==> src/rtl/div_unit.sv <==
// -----------------------------------------------------------------------------
// div_unit
// Multi-cycle radix-2 restoring divider for DIV/DIVU, sitting beside the EX
// stage. EX holds start_i (and its stall) until ready_o is seen. The divider
// produces one quotient bit per cycle, MSB first, on operand magnitudes. It
// applies the two's-complement sign fix-up when it finishes.
//
// Ports
//   clk          rising-edge clock
//   rst          asynchronous reset, active low
//   signed_div_i 1 = DIV (two's complement), 0 = DIVU
//   opdata1_i    dividend
//   opdata2_i    divisor
//   start_i      request, held high by EX until ready_o is observed
//   annul_i      abort (pipeline flush), overrides start_i
//   result_o     {remainder, quotient}; feeds ex_hi / ex_lo
//   ready_o      result_o valid
// -----------------------------------------------------------------------------
module div_unit #(
    parameter int WIDTH = 32
) (
    input  logic                 clk,
    input  logic                 rst,
    input  logic                 signed_div_i,
    input  logic [WIDTH-1:0]     opdata1_i,
    input  logic [WIDTH-1:0]     opdata2_i,
    input  logic                 start_i,
    input  logic                 annul_i,
    output logic [2*WIDTH-1:0]   result_o,
    output logic                 ready_o
);

    localparam int CNT_W = $clog2(WIDTH + 1);
    localparam logic [CNT_W-1:0] CNT_LAST = CNT_W'(WIDTH);

    localparam logic [1:0] ST_FREE   = 2'd0;
    localparam logic [1:0] ST_BYZERO = 2'd1;
    localparam logic [1:0] ST_ON     = 2'd2;
    localparam logic [1:0] ST_END    = 2'd3;

    logic [1:0]       state;
    logic [CNT_W-1:0] cnt;
    // The dividend register doubles as the quotient register. Each cycle one
    // dividend bit leaves at the top and one quotient bit enters at the bottom.
    logic [WIDTH-1:0] dividend;
    logic [WIDTH-1:0] divisor;
    logic [WIDTH-1:0] rem;
    logic             neg1;
    logic             neg2;
    logic             sdiv;

    logic [WIDTH:0]   shifted;
    logic [WIDTH:0]   diff;
    logic             borrow;

    function automatic logic [WIDTH-1:0] negate_if(input logic [WIDTH-1:0] v,
                                                   input logic             n);
        return n ? ((~v) + WIDTH'(1)) : v;
    endfunction

    // The most negative value maps onto itself. As an unsigned magnitude it is
    // still correct, so 0x80000000 / -1 wraps naturally.
    function automatic logic [WIDTH-1:0] magnitude(input logic signed [WIDTH-1:0] v,
                                                   input logic                    is_signed);
        return negate_if(v, is_signed && (v < 0));
    endfunction

    // Trial subtraction is one bit wider than the operands. Bit WIDTH is the
    // borrow, which is set when the shifted remainder is below the divisor.
    assign shifted = {rem, dividend[WIDTH-1]};
    assign diff    = shifted - {1'b0, divisor};
    assign borrow  = diff[WIDTH];

    always_ff @(posedge clk or negedge rst) begin
        if (!rst) begin
            state    <= ST_FREE;
            cnt      <= '0;
            dividend <= '0;
            divisor  <= '0;
            rem      <= '0;
            neg1     <= 1'b0;
            neg2     <= 1'b0;
            sdiv     <= 1'b0;
            result_o <= '0;
            ready_o  <= 1'b0;
        end else begin
            case (state)
                ST_FREE: begin
                    result_o <= '0;
                    ready_o  <= 1'b0;
                    if (start_i && !annul_i) begin
                        if (opdata2_i == '0) begin
                            state <= ST_BYZERO;
                        end else begin
                            state    <= ST_ON;
                            dividend <= magnitude(opdata1_i, signed_div_i);
                            divisor  <= magnitude(opdata2_i, signed_div_i);
                            rem      <= '0;
                            neg1     <= opdata1_i[WIDTH-1];
                            neg2     <= opdata2_i[WIDTH-1];
                            sdiv     <= signed_div_i;
                            cnt      <= '0;
                        end
                    end
                end

                ST_BYZERO: begin
                    if (annul_i) begin
                        state <= ST_FREE;
                    end else begin
                        state    <= ST_END;
                        result_o <= '0;
                        ready_o  <= 1'b1;
                    end
                end

                ST_ON: begin
                    if (annul_i) begin
                        state <= ST_FREE;
                        cnt   <= '0;
                    end else if (cnt == CNT_LAST) begin
                        state    <= ST_END;
                        result_o <= {negate_if(rem, sdiv && neg1),
                                     negate_if(dividend, sdiv && (neg1 != neg2))};
                        ready_o  <= 1'b1;
                    end else begin
                        rem      <= borrow ? shifted[WIDTH-1:0] : diff[WIDTH-1:0];
                        dividend <= {dividend[WIDTH-2:0], ~borrow};
                        cnt      <= cnt + CNT_W'(1);
                    end
                end

                ST_END: begin
                    // Result stays put while EX keeps start_i high. The FSM
                    // must pass through FREE before it accepts a new request.
                    if (annul_i || !start_i) begin
                        state    <= ST_FREE;
                        result_o <= '0;
                        ready_o  <= 1'b0;
                    end
                end

                default: begin
                    state <= ST_FREE;
                end
            endcase
        end
    end

endmodule

==> config.mk <==
export PLATFORM = sky130hd
export DESIGN_NAME = div_unit
export DESIGN_NICKNAME = d
export VERILOG_FILES = /design/src/rtl/div_unit.sv
export SDC_FILE = /design/constraint.sdc
export NUM_CORES = 1
export LEC_CHECK = 0
export CAP_MARGIN = 30
export CORE_MARGIN = 5
export CORE_UTILIZATION = 53
export DETAILED_ROUTE_END_ITERATION = 6
export PLACE_DENSITY = 0.78
export SLEW_MARGIN = 20
export SYNTH_ARGS = -nofsm -noshare
export SYNTH_HDL_FRONTEND = slang
export SYNTH_SLANG_ARGS = --single-unit
==> constraint.sdc <==
create_clock -name clk -period 6.2 [get_ports clk]
set_input_delay 0.62 -clock clk [delete_from_list [all_inputs] [get_ports clk]]
set_output_delay 0.62 -clock clk [all_outputs]
set_load 0.02 [all_outputs]
==> summary.md <==
| Metric | Value |
|---|---|
| Flop and latch count out of synthesis | 172 |
| Main synth FF type | dfrtp_1 |
| WP data arrival | 4.48 ns |
| Met2 Use GR | 0.378 |
| Hold Path Class | input pin to async pin |
| Crit-path cells | inv_1 -> ha_1 -> fa_1 -> nor2b_4 -> o31a_1 -> o31ai_4 -> a211oi_1 -> or4_4 -> nand3_2 -> nand4_4 -> a21o_1 -> nand2_1 -> a311o_1 |
| Startpoint Class | flip-flop |
| Detailed Place HPWL | 22.1 mm |
| Total track usage | 0.229 |
| Setup Fix Bufs, Post-CTS | 0 |
| Register area share after synthesis | 0.364 |
| Syn nets | 1547 |
| CP delay by family, top | compound AO/OA/AOI/OAI gates |
| Worst-path clk slew | 0.08 ns |
| Pins Over Slew Limit | 0 |
| Achievable frequency | 0.240 GHz |
| Largest net degree at the start of global routing | 106 |
| CTS resizes | 0 |
| # setup viols final | 0 |
| Number of synthesized flops with an enable pin | 0 |
| Status | finished, final reports clean |
| Average size of a mapped cell | 8.26 sq um |
| Clock root cell | clkbuf_16 |
| Synth async-reset ratio | 1.00 |
| H-tree depth | 4 |
| Wire per inst | 16.5 um |
| Gpl congestion | 0.862 |
| Largest stage delay on the critical path | 0.60 ns |
| Shortest period the worst path allows | 4.17 ns |
| TritonCTS clock tree | yes |
| Io pins | 134 |
| Initial antenna violation count | 0 |
| WL final | 29.8 mm |
| CP max FO | 21 |
| I/O Buffers | 133 |
| Drt first pass iters | 6 |
| Mapped Cells | 1434 |
| Relative slew slack | 0.429 |
| Slowest cell on the critical path | nand2_1 |
| First-pass GRT wire length | 49.3 mm |
| Most frequent cells in the layout | 231 x nand2_1, 172 x dfrtp_1, 170 x o21ai_0 |
| GRT Max-Usage Layer | met2 |
| # DRC | 0 |
| Drt initial violations | 924 |
| Vias | 10600 |
| Vias per cell | 5.87 |
| Initial Utilization | 0.541 |
| RSZ-0062 raised after global routing | false |
| Final Hold Vio Count | 0 |
| N_diodes | 0 |
| GR Layer Usage met3 | 0.0339 |
| Setup Skew | 0.00911 ns |
| CTS Buf Count | 17 |
| Yosys synthesis warning count | 0 |
| Fillers | 1885 |
| Vias in the first global route | 9957 |
| Post-Synthesis Cell Area | 11800 sq um |
| GRT met1 Usage | 0.315 |
| Core Rows | 54 |
| Post-route ant nets | 0 |
| Total Die Area | 25400 sq um |
| Leak Pwr | 5.82 nW |
| Period Utilization, post-route | 0.673 |
| Final #Nets | 1628 |
| Worst-Skew Late Latency | 0.43 ns |
| Share of layout cells above drive strength 1 | 0.0635 |
| Chip Width | 159 um |
| Commonest non-fill, non-tap cell in the layout | nand2_1 |
| Crit Path Class | flip-flop to flip-flop |
| Netlist cell types | 75 |
| CTS Sinks | 172 |
| # Max-Cap Violations | 0 |
| # hold bufs at CTS | 0 |
| Crit path required time | 6.51 ns |
| Worst VDD drop | 215 uV |
| CORE AREA | 21900 sq um |
| GRT overflow | 0 |
| TNS Setup | 0 ns |
| Pwr/cell area | 437 nW/um^2 |
| P&R area growth vs syn | 17.2% |
| Setup crit end kind | flip-flop |
| Slew @ Worst Pin | 0.849 ns |
| Total Power | 6.07 mW |
| Largest buffer count on any clock path | 2 |
| Die height | 159 um |
| Worst path bufs/invs | 1 |
==> state kept, by name, summed over array words and instances (netlist names), 2 cells and up <==
register	cells
cnt	6
divisor	32
state	2
dividend	32
rem	32
result_o	64
==> layout make-up <==
cell class | instances | area, sq um | area share
Multi-Input combinational cell | 1118 | 6970 | 0.502
Clock inverter | 15 | 144 | 0.0104
Clock buffer | 17 | 425 | 0.0307
Timing Repair Buffer | 142 | 1440 | 0.104
Sequential cell | 172 | 4300 | 0.310
Inverter | 64 | 240 | 0.0173
Tap cell | 280 | 350 | 0.0253
==> final timing paths <==
kind | depth (start not counted) | from | slack (ns) | end
max | 13 | dividend[31] | 2.03 | rem[22]
min | 1 | rst | 0.03 | result_o[19]
max reg2reg | 13 | dividend[31] | 2.03 | rem[22]
min reg2reg | 2 | result_o[8] | 0.48 | result_o[8]
max in group asynchronous | 3 | rst | 4.62 | divisor[11]
min in group clk | 2 | result_o[8] | 0.48 | result_o[8]
==> logic make-up (layout without fill, tap and decap cells) <==
logic type / Yosys count / after routing / share of synthesized area
and+or+nand+nor: 481 / 481 / 0.190
AOI/OAI and AO/OA: 442 / 442 / 0.236
adders and majority gates: 44 / 44 / 0.0471
DFF: 172 / 172 / 0.364
muxes: 12 / 12 / 0.0107
buffers and inverters: 144 / 238 / 0.0502
xor gates and xnor gates: 139 / 139 / 0.103
==> through the flow <==
stage	area [sq um]	utilization	cells	setup WS (ns)	hold WS (ns)
floorplan	11800	-	1434	3.12	0.324
global placement	13300	0.605	1774	1.97	0.461
detailed placement	13300	0.607	1775	1.87	0.469
CTS	13800	0.633	1807	2.04	0.338
global route	13900	0.634	1808	1.80	0.0400
finish	13900	0.634	1808	2.03	0.0348
==> synth_stat cells, types with 11 or more instances <==
library cell    n  area share
nand2b_1       15      0.0079
a31oi_1        12      0.0063
o31ai_1        22       0.014
nor3_1         25       0.011
o311ai_1       20       0.015
dfrtp_1       172        0.36
nand3_1        11      0.0046
nand4_1        12      0.0063
o21ai_0       170       0.072
or3_1          18      0.0095
a21oi_1       119       0.050
xnor2_1        70       0.052
nand2_1       231       0.073
xor2_1         69       0.051
a21o_1         13      0.0082
ha_1           43       0.045
nor2_1        111       0.035
clkbuf_1       54       0.017
inv_1          63       0.020
o211ai_2       21       0.022
buf_2          16      0.0068
==> power breakdown <==
part / total (mW) / switching (mW) / internal [mW]
Sequential: 1.86 / 0.360 / 1.50
Combinational: 3.16 / 1.92 / 1.24
Clock: 1.04 / 0.506 / 0.537
==> per-layer routing <==
metal | wire (um) | vias up
li1 | - | 5215
met1 | 13200 | 5007
met2 | 14000 | 363
met3 | 1990 | 35
met4 | 541 | 0
met5 | 0 | -
No activity file was read; power rests on OpenSTA's default activity.
